[config.mk]
export PLATFORM = sky130hd
export DESIGN_NAME = way_access_controller
export DESIGN_NICKNAME = d
export VERILOG_FILES = /design/src/rtl/way_access_controller.sv
export SDC_FILE = /design/constraint.sdc
export NUM_CORES = 1
export LEC_CHECK = 0
export ABC_AREA = 1
export CAP_MARGIN = 20
export CORE_AREA = 3 3 319 321
export DETAILED_ROUTE_END_ITERATION = 8
export DIE_AREA = 0 0 322 324
export SLEW_MARGIN = 40
export SYNTH_ARGS = -nofsm -noshare
export SYNTH_HDL_FRONTEND = slang
export SYNTH_SLANG_ARGS = --single-unit
export TNS_END_PERCENT = 50
[constraint.sdc]
create_clock -name clk -period 5.5 [get_ports clk]
set_input_delay 0.55 -clock clk [delete_from_list [all_inputs] [get_ports clk]]
set_output_delay 0.55 -clock clk [all_outputs]
set_load 0.005 [all_outputs]
[src/rtl/way_access_controller.sv]
// way_access_controller: request front end for one set-associative set.
// Looks up the ways, and on a miss picks a victim, writes it back if dirty,
// refills it from backing memory, then fills and acknowledges.
// Optional build macro WAY_ACCESS_CONTROLLER_STATS_EN adds hit/miss counters.
module way_access_controller #(
    parameter int NUM_WAYS      = 8,
    parameter int ADDRESS_WIDTH = 32,
    parameter int DATA_WIDTH    = 32,
    parameter int BLOCK_SIZE    = 32,
    localparam int OFFSET_WIDTH = $clog2(BLOCK_SIZE),
    localparam int TAG_WIDTH    = ADDRESS_WIDTH - OFFSET_WIDTH,
    localparam int AGE_WIDTH    = $clog2(NUM_WAYS)
) (
    input  logic                            clk,
    input  logic                            reset,
    input  logic                            req_valid,
    output logic                            req_ready,
    input  logic                            req_write,
    input  logic [ADDRESS_WIDTH-1:0]        req_addr,
    input  logic [DATA_WIDTH-1:0]           req_wdata,
    output logic                            resp_valid,
    output logic [DATA_WIDTH-1:0]           resp_rdata,
    input  logic [NUM_WAYS-1:0]             way_hit,
    input  logic [NUM_WAYS-1:0]             way_valid,
    input  logic [NUM_WAYS-1:0]             way_dirty,
    input  logic [NUM_WAYS-1:0]             way_expired,
    input  logic [NUM_WAYS*TAG_WIDTH-1:0]   way_tag,
    input  logic [NUM_WAYS*AGE_WIDTH-1:0]   way_age,
    input  logic [NUM_WAYS*DATA_WIDTH-1:0]  way_data,
    output logic [NUM_WAYS-1:0]             way_allocate,
    output logic [NUM_WAYS-1:0]             way_wen,
    output logic [NUM_WAYS-1:0]             way_accessed,
    output logic                            way_update_age,
    output logic [AGE_WIDTH-1:0]            way_accessed_age,
    output logic [DATA_WIDTH-1:0]           way_wdata,
    output logic [ADDRESS_WIDTH-1:0]        way_addr,
    output logic                            mem_req_valid,
    input  logic                            mem_req_ready,
    output logic                            mem_write,
    output logic [ADDRESS_WIDTH-1:0]        mem_addr,
    output logic [DATA_WIDTH-1:0]           mem_wdata,
    input  logic                            mem_resp_valid,
`ifdef WAY_ACCESS_CONTROLLER_STATS_EN
    output logic [15:0]                     hit_count,
    output logic [15:0]                     miss_count,
`endif
    input  logic [DATA_WIDTH-1:0]           mem_rdata
);

    localparam int IDX_WIDTH = (NUM_WAYS > 1) ? $clog2(NUM_WAYS) : 1;

    typedef enum logic [2:0] {
        S_IDLE, S_LOOKUP, S_WRITEBACK, S_REFILL, S_ALLOC, S_FILL, S_RESPOND
    } state_t;

    state_t state_reg, state_next;

    // Transaction context captured at accept / lookup / refill time
    logic                     wr_reg;
    logic [ADDRESS_WIDTH-1:0] addr_reg;
    logic [DATA_WIDTH-1:0]    wdata_reg;
    logic [DATA_WIDTH-1:0]    data_reg;
    logic [IDX_WIDTH-1:0]     victim_reg;
    logic [ADDRESS_WIDTH-1:0] wb_addr_reg;
    logic [DATA_WIDTH-1:0]    wb_data_reg;
    logic                     refill_wait_reg;

    // Unpacked views of the packed per-way buses
    logic [TAG_WIDTH-1:0]  tag_arr  [NUM_WAYS];
    logic [AGE_WIDTH-1:0]  age_arr  [NUM_WAYS];
    logic [DATA_WIDTH-1:0] data_arr [NUM_WAYS];

    generate
        for (genvar gi = 0; gi < NUM_WAYS; gi++) begin : g_unpack
            assign tag_arr[gi]  = way_tag[gi*TAG_WIDTH +: TAG_WIDTH];
            assign age_arr[gi]  = way_age[gi*AGE_WIDTH +: AGE_WIDTH];
            assign data_arr[gi] = way_data[gi*DATA_WIDTH +: DATA_WIDTH];
        end
    endgenerate

    logic                 hit_any, inv_any, exp_any;
    logic [IDX_WIDTH-1:0] hit_idx, inv_idx, exp_idx;
    logic [IDX_WIDTH-1:0] victim_sel;
    logic                 victim_dirty;

    // Lowest-index priority encoders for hit, invalid and expired ways
    always_comb begin
        hit_any = 1'b0;
        inv_any = 1'b0;
        exp_any = 1'b0;
        hit_idx = '0;
        inv_idx = '0;
        exp_idx = '0;
        for (int i = NUM_WAYS - 1; i >= 0; i--) begin
            if (way_hit[i]) begin
                hit_any = 1'b1;
                hit_idx = IDX_WIDTH'(i);
            end
            if (!way_valid[i]) begin
                inv_any = 1'b1;
                inv_idx = IDX_WIDTH'(i);
            end
            if (way_expired[i]) begin
                exp_any = 1'b1;
                exp_idx = IDX_WIDTH'(i);
            end
        end
    end

    // Victim choice: empty way first, then an expired way, else way 0
    assign victim_sel   = inv_any ? inv_idx : (exp_any ? exp_idx : '0);
    assign victim_dirty = way_valid[victim_sel] && way_dirty[victim_sel];

    function automatic logic [NUM_WAYS-1:0] onehot(input logic [IDX_WIDTH-1:0] idx);
        logic [NUM_WAYS-1:0] v;
        v      = '0;
        v[idx] = 1'b1;
        return v;
    endfunction

    // State register; reset drops any outstanding memory request at once
    always_ff @(posedge clk or posedge reset) begin
        if (reset) state_reg <= S_IDLE;
        else       state_reg <= state_next;
    end

    // Next-state decision
    always_comb begin
        state_next = state_reg;
        case (state_reg)
            S_IDLE:      if (req_valid) state_next = S_LOOKUP;
            S_LOOKUP:    state_next = hit_any ? S_RESPOND :
                                      (victim_dirty ? S_WRITEBACK : S_REFILL);
            S_WRITEBACK: if (mem_req_ready) state_next = S_REFILL;
            S_REFILL:    if (refill_wait_reg && mem_resp_valid) state_next = S_ALLOC;
            S_ALLOC:     state_next = S_FILL;
            S_FILL:      state_next = S_RESPOND;
            S_RESPOND:   state_next = S_IDLE;
            default:     state_next = S_IDLE;
        endcase
    end

    // Outputs decoded from the current state and captured context
    always_comb begin
        req_ready        = 1'b0;
        resp_valid       = 1'b0;
        resp_rdata       = '0;
        way_allocate     = '0;
        way_wen          = '0;
        way_accessed     = '0;
        way_update_age   = 1'b0;
        way_accessed_age = '0;
        way_wdata        = '0;
        way_addr         = '0;
        mem_req_valid    = 1'b0;
        mem_write        = 1'b0;
        mem_addr         = '0;
        mem_wdata        = '0;
        case (state_reg)
            S_IDLE: req_ready = 1'b1;
            S_LOOKUP: begin
                if (hit_any) begin
                    way_accessed     = onehot(hit_idx);
                    way_update_age   = 1'b1;
                    way_accessed_age = age_arr[hit_idx];
                    if (wr_reg) begin
                        way_wen   = onehot(hit_idx);
                        way_wdata = wdata_reg;
                    end
                end
            end
            S_WRITEBACK: begin
                mem_req_valid = 1'b1;
                mem_write     = 1'b1;
                mem_addr      = wb_addr_reg;
                mem_wdata     = wb_data_reg;
            end
            S_REFILL: begin
                if (!refill_wait_reg) begin
                    mem_req_valid = 1'b1;
                    mem_addr      = {addr_reg[ADDRESS_WIDTH-1:OFFSET_WIDTH], {OFFSET_WIDTH{1'b0}}};
                end
            end
            S_ALLOC: begin
                way_allocate = onehot(victim_reg);
                way_addr     = addr_reg;
            end
            S_FILL: begin
                way_wen          = onehot(victim_reg);
                way_accessed     = onehot(victim_reg);
                way_update_age   = 1'b1;
                way_accessed_age = age_arr[victim_reg];
                way_wdata        = wr_reg ? wdata_reg : data_reg;
            end
            S_RESPOND: begin
                resp_valid = 1'b1;
                resp_rdata = wr_reg ? '0 : data_reg;
            end
            default: ;
        endcase
    end

    // Capture request, lookup result, victim context and refill data
    always_ff @(posedge clk or posedge reset) begin
        if (reset) begin
            wr_reg          <= 1'b0;
            addr_reg        <= '0;
            wdata_reg       <= '0;
            data_reg        <= '0;
            victim_reg      <= '0;
            wb_addr_reg     <= '0;
            wb_data_reg     <= '0;
            refill_wait_reg <= 1'b0;
        end else begin
            case (state_reg)
                S_IDLE: begin
                    if (req_valid) begin
                        wr_reg          <= req_write;
                        addr_reg        <= req_addr;
                        wdata_reg       <= req_wdata;
                        data_reg        <= '0;
                        refill_wait_reg <= 1'b0;
                    end
                end
                S_LOOKUP: begin
                    if (hit_any) begin
                        data_reg <= data_arr[hit_idx];
                    end else begin
                        // Victim tag/data frozen here so writeback fields stay stable
                        victim_reg  <= victim_sel;
                        wb_addr_reg <= {tag_arr[victim_sel], {OFFSET_WIDTH{1'b0}}};
                        wb_data_reg <= data_arr[victim_sel];
                    end
                end
                S_REFILL: begin
                    if (!refill_wait_reg) begin
                        if (mem_req_ready) refill_wait_reg <= 1'b1;
                    end else if (mem_resp_valid) begin
                        data_reg        <= mem_rdata;
                        refill_wait_reg <= 1'b0;
                    end
                end
                default: ;
            endcase
        end
    end

`ifdef WAY_ACCESS_CONTROLLER_STATS_EN
    logic [15:0] hit_count_reg, miss_count_reg;

    // Saturating lookup outcome counters
    always_ff @(posedge clk or posedge reset) begin
        if (reset) begin
            hit_count_reg  <= '0;
            miss_count_reg <= '0;
        end else if (state_reg == S_LOOKUP) begin
            if (hit_any) begin
                if (hit_count_reg != 16'hFFFF) hit_count_reg <= hit_count_reg + 16'd1;
            end else begin
                if (miss_count_reg != 16'hFFFF) miss_count_reg <= miss_count_reg + 16'd1;
            end
        end
    end

    assign hit_count  = hit_count_reg;
    assign miss_count = miss_count_reg;
`endif

endmodule

======== After elaboration in Yosys (flattened, before gate mapping) ========
Index checks and enable logic that the tools add are counted.
W data, S select, Z words.
operators by class
  magnitude comparators ................... 8
  equal/unequal tests ..................... 12
  multiplexer cells ....................... 114
  bitwise operators ....................... 4
  reduce and logical (&&, ||, !) cells .... 12
operators by type and width
  operator              count
  $mux W32              16
  $bmux W32 S3          2
  $pmux W32 S2          2
  $mux W3               35
  $pmux W32 S3          1
  $bmux W27 S3          1
  $mux W27              2
  $mux W1               38
  $mux W8               4
  $pmux W8 S2           2
  $bmux W3 S3           2
  $pmux W3 S6           1
  $ge A4 B4 Y1 const B  3
  $lt A3 B4 Y1 const B  3
  $ne A2 B2 Y1 const B  6
  $not A3 Y4            3
  $eq A3 B3 Y1 const B  3
  $bmux W1 S3           2
  $demux W1 S3          2
  $eq A3 B2 Y1 const B  2
  $ge A3 B1 Y1 const B  2
  $pmux W1 S2           3
  $pmux W3 S2           1
  $reduce_and A2 Y1     3
  other kinds (8)       11
word-level totals
  register bits after elaboration ......... 163
  bits of input ports ..................... 630
  output and inout port bits .............. 192
  logic and storage cells ................. 159

======== Longest topological paths before layout ========
Gate-level depths: netlist of run 1.
  depth after elaboration ................. 16
  gate-level depth with buffers ........... 18
  mapped depth without buffers ............ 16

======== Least setup slack after synthesis of run 1 ========
OpenSTA, ideal clock, no wires.
  kind .................................... input-to-output
  start point ............................. in way_hit[4]
  end point ............................... out way_wen[7]
  arrival ................................. 1.920 ns
  data required time ...................... 4.950 ns
  path slack .............................. 3.030 ns
  stages .................................. 8
  path buffers ............................ 2
  path through ............................ nor2_1 nand2_1 nor2_1 inv_1 buf_2 buf_2 o31ai_1 a21boi_0
on the way
  cells in the longest elaborated chain, start to end .. 12
  elaborated cells on any way between the ends .. 18
  classes of those cells .................. order compare (2); mux (15); reduce/logical (1)
RTL lines
  what                                                                       RTL line  text
  start, declared                                                            23        input logic [NUM_WAYS-1:0] way_hit,
  $mux W3 (5 in series)                                                      95        if (way_hit[i]) begin
  $lt A3 B4 Y1 (implied by the code) / $ge A3 B1 Y1 (equally long branches)  117       v[idx] = 1'b1;
  $logic_and A1 B1 Y1 (implied by the code)                                  117
  $mux W1 (implied by the code)                                              117
  $demux W1 S3                                                               117
  $mux W8                                                                    166       if (wr_reg) begin
  $mux W8 *                                                                  162       if (hit_any) begin
  $pmux W8 S2 *                                                              159       case (state_reg)
  end, declared                                                              31        output logic [NUM_WAYS-1:0] way_wen,
Every way passes the cells marked *; elsewhere a longest branch is shown, timed or not.

======== Worst setup path in the final report of run 1 ========
  start point ............................. in way_hit[4]
  end point ............................... out way_wen[3]
The elaborated chain is that of the path after synthesis.

==> key figures, run 1 <==
Routing
  – Routed Antenna Nets: 0
  – Vias per cell: 4.50
  – Routed WL: 111000 um
  – Via count: 20873
  – Initial DRT Pass Iterations: 5
  – First DRT Iteration DRCs: 1915
  – DRC: 0
  – Routed wire length per instance: 23.8 um

Setup path
  – Critical path peak fanout: 17
  – Startpoint types: input port
  – WP data required: 4.95 ns
  – Slowest-stage cell, CP: nor2_4
  – CP max stage delay: 0.63 ns
  – CP Class: in -> out
  – Crit path capture type: output pin
  – Cell mode on critical path: nand2_1
  – Worst EP arrival: 3.90 ns
  – Worst-path cell chain: clkdlybuf4s50_1, nor2_1, nand2_1, nand2_1, nand2_1, nor2_4, inv_2, o31ai_2, a21boi_0, clkdlybuf4s50_1

Floorplan
  – Die Height: 324 um
  – Cell row count: 116
  – Die width: 322 um
  – Initial core utilization: 15.2%
  – Die Area: 104000 um2
  – Core box area: 99600 um2
  – I/O Pins: 822

Timing
  – Final setup viols: 0
  – Period Utilization, post-route: 81.0%
  – Max Slew Vio Count: 0
  – Fmax: 0.225 GHz
  – Worst-Margin Slew: 0.823 ns
  – RSZ-0062 raised after global routing: false
  – Final WS setup: 1.05 ns
  – Min Clock Period, post-route: 4.45 ns
  – Rel. slew slack: 44.8%
  – Endpoints failing hold: 0
  – Fin Setup TNS: 0 ns
  – Setup Skew: 0.0161 ns

Placement
  – RePlAce Congestion: 0.948
  – Placed cell areas: 24500 um2
  – Detailed placer's ending HPWL: 87900 um
  – Placement Setup Slack: 1.07 ns
  – Cell Count Post-Placement: 4579
  – Port bufs: 816

Pwr
  – Clk network pwr share: 21.1%
  – Sw power: 2800 uW
  – Comb pwr share: 51.2%
  – Switching Share: 44.4%
  – Static Leak: 0.0104 uW
  – Sequential share of power: 27.7%
  – Peak supply drop: 0.188 mV
  – Power density cells: 250 nW/um2
  – P_int: 3490 uW

Finish
  – Design Area, Final: 25100 um2
  – Finished Layout Cells: 4636
  – P&R area growth vs syn: 65.9%
  – Register area: 4080 um2
  – Post-layout util: 25.3%
  – Net count, final: 3931
  – Layout cell share with drive strength beyond 1: 4.68%
  – Layout fillers: 11157
  – Multi-input gate area: 9140 um2

Yosys
  – Top cells by area, synth: dfrtp_1 (27%), nand2_1 (21%), o21ai_0 (10%)
  – Syn Std Cell Area: 15200 um2
  – Largest family of logic cells by synthesized area: simple AND/OR/NAND/NOR gates
  – Avg Synthesized Cell Area: 5.80 um2
  – Synth top area share: 26.9%
  – Dominant cell type by area after synthesis: dfrtp_1
  – Yosys reg bits: 163
  – Post-Synth Adder-Cell Area: 0%
  – Multiplexer share of the synthesized area: 0%
  – Post-Synth XOR/XNOR Area: 0%
  – Complex-gate fraction of the synthesized area: 22.7%
  – Synth warn: 0
  – Synth Area in Simple Gates: 37.1%
  – Post-synthesis sequential area ratio: 26.9%
  – Cells after Synth: 2612
  – Synth cell types: 40

Global route
  – Grt ovf: 0
  – Largest net degree at the start of global routing: 149
  – Initial antenna violation count: 52
  – Vias in the first global route: 19928
  – First-pass GRT wire length: 150000 um
  – Total track usage: 20.2%

Clock tree
  – CTS Buf Count: 17
  – CTS sink cnt: 163
  – Postcts setup bufs: 0
  – Root Buffer: clkbuf_16
  – CTS tree: yes
  – Longest Clk Path Bufs: 2
  – H-tree depth: 4
  – Skew-Pair Late Insertion Delay: 0.50 ns
  – CTS resizes: 0
  – Clock Pin Slew Worst Setup and Hold Paths: 0.07 ns
  – Number of hold buffers added after CTS: 0

Job
  – Max-cap violations: 0

Outcome
  – Run status: complete, no violations

Worst hold path
  – Hold/Removal Path Class: in -> async
==> critical path, delay by kind of cell <==
family,cells,cell delay (ns)
and+or+nand+nor,5,1.38
buffers and inverters,3,1.36
AOI/OAI and AO/OA,2,0.59
==> path summary, 6_finish.rpt <==
check / startpoint / end / slack [ns] / cells after the start
hold reg to reg: data_reg[22] / data_reg[22] / 0.48 / 2
setup / recovery: way_hit[4] / way_wen[3] / 1.05 / 10
min in group clk: data_reg[22] / data_reg[22] / 0.48 / 2
setup reg to reg: state_reg[0] / state_reg[0] / 2.82 / 13
hold / removal: reset / addr_reg[10] / 0.44 / 2
max in group asynchronous: reset / wb_data_reg[16] / 3.94 / 3
==> synth_stat cells, drive strengths merged <==
cell type and number:
nand2 865, o21ai 322, inv 281, nor2 278, dfrtp 163, nand3 158
buf 99, clkbuf 93, a21oi 78, o211ai 64, o22ai 63, or2 51
o2111ai 21, nand3b 12, o32ai 12, o31ai 10, o21bai 8, nor4 6
nand4 5, nor3 5, a21boi 4, a221oi 3, a22oi 3, o221ai 3
clkinv 2, a31oi 1, a32oi 1, conb 1
==> logic make-up after synthesis <==
logic type / Yosys count
simple gates: 1380
compound gates: 593
buf+inv: 475
flops: 163
other cells: 1
==> layer usage <==
layer	vias to the layer above	track usage [%]	routed length (um)
li1	9837	-	-
met1	9825	24.7	45500
met2	994	33.8	52200
met3	175	5.89	9350
met4	42	7.21	3160
met5	-	0	297
==> power by group through the flow <==
stage	registers, uW	clock network, uW	logic, uW
6_report	1740	1330	3220
3_5_place_dp	1760	0	3230
3_3_place_gp	1760	0	3220
2_1_floorplan	1670	0	1580
5_1_grt	1780	1410	3530
4_1_cts	1740	1370	3250
==> metrics by stage <==
step	power, uW	hold slack, ns
finish	6290	0.439
global route	6720	0.486
CTS	6360	0.484
detailed placement	4990	0.464
global placement	4980	0.463
floorplan	3250	0.443
==> layout by cell type, fill, tap and decap left out, types with 8 or more instances in the layout <==
cell	instances
inv_2	9
o21bai_1	8
buf_4	36
a21oi_1	77
or2_2	51
o31ai_1	8
o32ai_1	12
nand2_1	859
nand3b_1	12
inv_1	265
diode_2	24
o21ai_0	311
nand3_1	157
o22ai_1	63
o211ai_1	64
clkbuf_16	17
clkdlybuf4s50_1	816
o21ai_1	11
nor2_1	271
dfrtp_1	162
o2111ai_1	21
==> layout make-up <==
cell class	count	area share [%]
multi-input combinational	1978	36.4
timing repair buffer	858	34.0
sequential	163	16.2
tap	1298	6.46
inverter	283	4.31
clock buffer	20	1.78
clock inverter	12	0.577
antenna	24	0.239
Power figures use the tool's default switching activity.
==> inputs of run 2 (changes only) <==
clock period = 3.9 ns   (was 5.5 ns; I/O delays follow)
==> run 2 against run 1 <==
Effect of this change:
- final cell count grew 0.43%
- sequential power grew 40%
- critical endpoint is now way_wdata[17]
- register-to-register slack lost 1.4 ns
- setup slack lost 0.73 ns
- clock-buffer cell count shrank 2
- largest cell class unchanged
- hold slack lost 0.19 ns
- global-route usage shrank 0.082 points
- sequential share of layout area shrank 0.20 points
- highest routed layer unchanged
- critical path type is now reg -> out
- total power grew 44%
- first-iteration DRC count grew 2.2%
- die area is the same
- non-clock buffer count grew 23
==> key figures, run 2 (same netlist as run 1, synthesis figures left out) <==
Global route
  – GR Util met1: 25.7% (+1.0 points)
  – Grt met2 use: 32.4% (-1.4 points)
  – Total track usage: 20.1% (-0.082 points)
  – Initial antenna violation count: 36 (-31%)
  – Grt ovf: 0 (unchanged)
  – Vias in the first global route: 20099 (+0.86%)
  – Largest net degree at the start of global routing: 119 (-20%)
  – Top Usage Layer GRT: met2
  – First-pass GRT wire length: 150000 um (about the same)
  – GR Util met3: 5.62% (-0.27 points)

Clock tree
  – CTS Buf Count: 17 (unchanged)
  – H-tree depth: 4 (unchanged)
  – Root Buffer: clkbuf_16
  – Clock Pin Slew Worst Setup and Hold Paths: 0.08 ns (about the same)
  – Skew-Pair Late Insertion Delay: 0.50 ns (about the same)
  – Number of hold buffers added after CTS: 0 (unchanged)
  – CTS tree: yes
  – Longest Clk Path Bufs: 2 (unchanged)
  – CTS sink cnt: 163 (unchanged)

Floorplan
  – Die Height: 324 um (unchanged)
  – Cell row count: 116 (unchanged)
  – Die Area: 104000 um2 (unchanged)
  – Core box area: 99600 um2 (unchanged)
  – I/O Pins: 822 (unchanged)
  – Initial core utilization: 15.2% (unchanged)
  – Die width: 322 um (unchanged)

Pwr
  – Peak supply drop: 0.277 mV (+48%)
  – Power density cells: 357 nW/um2 (+43%)
  – Static Leak: 0.0106 uW (+1.5%)
  – Tot Pwr: 9080 uW (+44%)

Placement
  – RePlAce Congestion: 0.980 (+3.3%)
  – Detailed placer's ending HPWL: 88500 um (+0.68%)
  – Port bufs: 816 (unchanged)

Timing
  – Worst-Margin Slew: 0.741 ns (-0.0818 ns)
  – Fin Setup TNS: 0 ns (unchanged)
  – Period Utilization, post-route: 92.0%
  – Max Slew Vio Count: 0 (unchanged)
  – Min Hold Slack: 0.253 ns (-0.186 ns)
  – Setup Skew: 0.0127 ns (-0.00343 ns)
  – Endpoints failing hold: 0 (unchanged)
  – Min Clock Period, post-route: 3.59 ns
  – Rel. slew slack: 50.5% (+5.7 points)
  – RSZ-0062 raised after global routing: false
  – Fmax: 0.279 GHz
  – Final setup viols: 0 (unchanged)

Setup path
  – Crit path capture type: output pin
  – WP data required: 3.51 ns (-1.44 ns)
  – Worst EP arrival: 3.20 ns (-0.70 ns)
  – Worst R2R Path Depth: 11 (-2)
  – CP Class: reg -> out
  – Startpoint types: flip-flop
  – Critical path peak fanout: 22 (+5)

Routing
  – DRC: 0 (unchanged)
  – Initial DRT Pass Iterations: 5 (unchanged)
  – First DRT Iteration DRCs: 1957 (+2.2%)
  – Routed WL: 110000 um (-0.61%)
  – Via count: 21249 (+1.8%)
  – Routed Antenna Nets: 0 (unchanged)
  – Vias per cell: 4.56 (+1.4%)
  – Routed wire length per instance: 23.6 um (-1.0%)

Job
  – Max-cap violations: 0 (unchanged)

Finish
  – Layout cell share with drive strength beyond 1: 5.39% (+0.72 points)
  – Commonest non-fill, non-tap cell in the layout: nand2_1
  – Most frequent cells in the layout: nand2_1 (859), clkdlybuf4s50_1 (816), o21ai_0 (312), nor2_1 (271), inv_1 (265)
  – Layout fillers: 11188 (+0.28%)
  – P&R area growth vs syn: 67.9%
  – Net count, final: 3954 (+0.59%)

Worst hold path
  – Hold/Removal Path Class: in -> async

Outcome
  – Run status: complete, no violations
==> run 2: changes by cell type in the layout (fill, tap and decap cells not counted), moves of 2 or more <==
| cell | before | now |
|---|---|---|
| inv_6 | 3 | 6 |
| diode_2 | 24 | 21 |
| buf_12 | 6 | 15 |
| buf_4 | 36 | 50 |
| clkbuf_1 | 2 | 0 |
==> run 2: routing by layer <==
layer  vias to the layer above  wire, um
met4                        22      3400
li1                       9882         -
met3                       167     10100
met2                      1114     50000
met1                     10064     46200
met5                         -       171
==> run 2: metrics by stage <==
| stage | setup slack (ns) | instance area [um2] | util (%) | instances |
|---|---|---|---|---|
| 2_1_floorplan | 1.44 | 15200 | - | 2616 |
| 3_3_place_gp | 0.525 | 24800 | 24.9 | 4603 |
| 3_5_place_dp | 0.495 | 24800 | 24.9 | 4603 |
| 4_1_cts | 0.151 | 25400 | 25.5 | 4635 |
| 5_1_grt | 0.100 | 25400 | 25.5 | 4648 |
| 6_report | 0.312 | 25400 | 25.6 | 4656 |
==> run 2: power breakdown <==
part / switching (uW) / total [uW] / internal [uW]
combinational: 2840 / 4700 / 1850
clock: 906 / 1950 / 1040
sequential: 260 / 2430 / 2170
==> run 2: critical path, stage by stage (launching register included) <==
cell,delay [ns]
dfrtp_1,0.55
inv_2,0.16
nor2_1,0.06
inv_2,0.10
nor2_4,0.04
inv_4,0.17
nor2_1,0.08
nor2_1,0.27
clkinvlp_4,0.43
nand3_1,0.16
o21ai_0,0.16
clkdlybuf4s50_1,0.50
==> run 2: repair_timing <==
action | 4_1_cts | 5_1_grt
setup endpoints to repair | 0 | 3
setup buffers | 0 | 0
gates resized for setup | 0 | 1
==> run 2: final cells by class <==
type	count	area, um2	share of cell area, %
diodes	21	52.6	0.207
well taps	1298	1620	6.38
clock buffers	18	439	1.73
repair buffers	881	8840	34.8
multi-input cells	1978	9140	35.9
inverters	283	1080	4.24
clock inverters	14	185	0.728
flip-flops and latches	163	4080	16.0
==> run 2: final timing paths <==
kind,endpoint,start,slack [ns]
max,way_wdata[17],state_reg[0],0.31
min,wb_addr_reg[13],reset,0.25
max reg2reg,wb_addr_reg[31],state_reg[0],1.43
min reg2reg,data_reg[23],data_reg[23],0.49
max in group asynchronous,data_reg[20],reset,2.61
min in group clk,wdata_reg[17],req_wdata[17],0.42
==> inputs of run 3 (changes only) <==
CORE_AREA = 2 2 318 320   (was 3 3 319 321)
DIE_AREA = 0 0 320 322   (was 0 0 322 324)
==> run 3 against run 2 <==
Effect of this change:
- first-iteration DRC count fell by 8.9%
- hold slack got worse by 0.0092 ns
- critical path depth fell by 1
- total power fell by 1.4%
- clock power fell by 4%
- utilization barely moved
- setup slack got worse by 0.059 ns
- non-clock buffer count rose by 8
- fmax fell by 1.6%
- final area rose by 0.19%
- die area fell by 1.2%
- final cell count did not move
- critical path type is now in -> out
- critical endpoint is now way_wdata[31]
- highest routed layer unchanged
==> key figures, run 3 (same netlist as run 1, synthesis figures left out) <==
Clock tree
  – CTS sink cnt: 163 (unchanged)
  – Skew-Pair Late Insertion Delay: 0.52 ns (+0.02 ns)
  – Number of hold buffers added after CTS: 0 (unchanged)
  – H-tree depth: 4 (unchanged)
  – Root Buffer: clkbuf_16
  – Longest Clk Path Bufs: 2 (unchanged)
  – CTS Buf Count: 17 (unchanged)
  – CTS tree: yes
  – CTS resizes: 0 (unchanged)
  – Postcts setup bufs: 0 (unchanged)
  – Clock Pin Slew Worst Setup and Hold Paths: 0.07 ns (about the same)

Pwr
  – Power density cells: 351 nW/um2 (-1.6%)
  – Peak supply drop: 0.239 mV (-14%)
  – Static Leak: 0.0106 uW (+0.37%)

Floorplan
  – Initial core utilization: 15.2% (unchanged)
  – Die Area: 103000 um2 (-1.2%)
  – I/O Pins: 822 (unchanged)
  – Core box area: 99600 um2 (unchanged)
  – Die width: 320 um (-0.62%)
  – Cell row count: 116 (unchanged)
  – Die Height: 322 um (-0.62%)

Routing
  – First DRT Iteration DRCs: 1782 (-8.9%)
  – Routed wire length per instance: 23.5 um (-0.22%)
  – Via count: 20982 (-1.3%)
  – Initial DRT Pass Iterations: 8 (+3)
  – DRC: 0 (unchanged)
  – Vias per cell: 4.51 (-1.3%)
  – Routed WL: 110000 um (-0.22%)
  – Routed Antenna Nets: 0 (unchanged)

Setup path
  – Reg2reg end: data_reg[15]
  – R2R Setup Slk: 1.51 ns (+0.08 ns)
  – Worst EP arrival: 3.26 ns (+0.06 ns)
  – CP max stage delay: 0.50 ns (-0.05 ns)
  – Critical path peak fanout: 22 (unchanged)
  – CP Class: in -> out
  – Startpoint types: input port
  – Cell mode on critical path: nor2_1
  – Worst R2R Path Depth: 11 (unchanged)
  – Crit path capture type: output pin
  – Worst-path cell chain: clkdlybuf4s50_1, nor2_1, nand2_1, nor2_1, nor2_1, nor2_1, inv_1, nand3_1, o21ai_0, clkdlybuf4s50_1
  – R2R Path Start: state_reg[2]
  – WP data required: 3.51 ns (about the same)
  – Slowest-stage cell, CP: nor2_1

Placement
  – RePlAce Congestion: 0.993 (+1.4%)
  – Detailed placer's ending HPWL: 88500 um (about the same)
  – Placement Setup Slack: 0.253 ns (-0.242 ns)
  – Port bufs: 816 (unchanged)

Worst hold path
  – Hold/Removal Path Class: in -> async

Finish
  – Layout cell share with drive strength beyond 1: 5.62% (+0.23 points)
  – Commonest non-fill, non-tap cell in the layout: nand2_1
  – P&R area growth vs syn: 68.3%
  – Net count, final: 3962 (+0.20%)
  – Most frequent cells in the layout: nand2_1 (859), clkdlybuf4s50_1 (816), o21ai_0 (312), nor2_1 (271), inv_1 (265)

Global route
  – Initial antenna violation count: 27 (-25%)
  – Vias in the first global route: 20258 (+0.79%)
  – Largest net degree at the start of global routing: 111 (-6.7%)
  – Grt ovf: 0 (unchanged)
  – Total track usage: 20.6% (+0.46 points)
  – First-pass GRT wire length: 152000 um (+0.88%)

Timing
  – Max Slew Vio Count: 0 (unchanged)
  – RSZ-0062 raised after global routing: false
  – Endpoints failing hold: 0 (unchanged)
  – Final WS setup: 0.252 ns (-0.0595 ns)
  – Setup Skew: 0.0190 ns (+0.00635 ns)
  – Fmax: 0.274 GHz (-1.6%)
  – Worst-Margin Slew: 0.759 ns (+0.0179 ns)
  – Final setup viols: 0 (unchanged)
  – Fin Setup TNS: 0 ns (unchanged)
  – Rel. slew slack: 49.0% (-1.5 points)
  – Period Utilization, post-route: 93.5% (+1.5 points)
  – Min Clock Period, post-route: 3.65 ns (+0.0595 ns)

Outcome
  – Run status: complete, no violations

Job
  – Max-cap violations: 0 (unchanged)
==> run 3: worst max-delay path by stage <==
| stage | from | endpoint | slack, ns | cells after the start |
|---|---|---|---|---|
| after CTS | way_hit[2] | way_wdata[31] | 0.24 | 10 |
| after global routing | way_hit[2] | way_wdata[24] | 0.02 | 10 |
| after global placement | way_hit[2] | data_reg[22] | 0.30 | 12 |
| after detailed placement | way_hit[2] | way_wdata[31] | 0.25 | 10 |
| final | way_hit[2] | way_wdata[31] | 0.25 | 10 |
| after floorplan | reset | addr_reg[0] | 1.44 | 1 |
==> run 3: where the power goes <==
part	switching [uW]	leakage, uW	internal, uW
logic	2810	0.00825	1840
clock network	917	0.000284	962
registers	252	0.00210	2170
total	3980	0.0106	4980
==> run 3: metrics by stage <==
| step | area [um2] | utilization, % | instances | total power (uW) | hold slack, ns |
|---|---|---|---|---|---|
| after floorplan | 15200 | - | 2616 | 4590 | 0.443 |
| after global placement | 24900 | 25.0 | 4611 | 7080 | 0.465 |
| after detailed placement | 24900 | 25.0 | 4611 | 7100 | 0.462 |
| after CTS | 25500 | 25.6 | 4643 | 9040 | 0.211 |
| after global routing | 25500 | 25.6 | 4651 | 9540 | 0.269 |
| final | 25500 | 25.6 | 4656 | 8950 | 0.244 |
==> run 3: cell type report <==
type,count,area (um2)
sequential,163,4080
clock inverter,14,170
tap,1298,1620
clock buffer,18,429
timing repair buffer,889,8940
antenna,13,32.5
inverter,283,1070
fill,11068,74100
multi-input combinational,1978,9140
==> run 3: layer usage <==
metal,vias up,share of wire (%),wire [um],global-route usage (%)
met4,22,3.2,3510,7.77
met1,9853,43,46600,26.2
met3,178,8.6,9390,5.89
met2,1035,46,49900,32.9
met5,-,0.13,143,0
li1,9894,-,-,-
==> run 3: worst max-delay path: cells and delay by family <==
family	cells	cell delay, ns
AO/OA/AOI/OAI	1	0.10
AND/OR/NAND/NOR	6	1.46
buffers and inverters	3	1.30
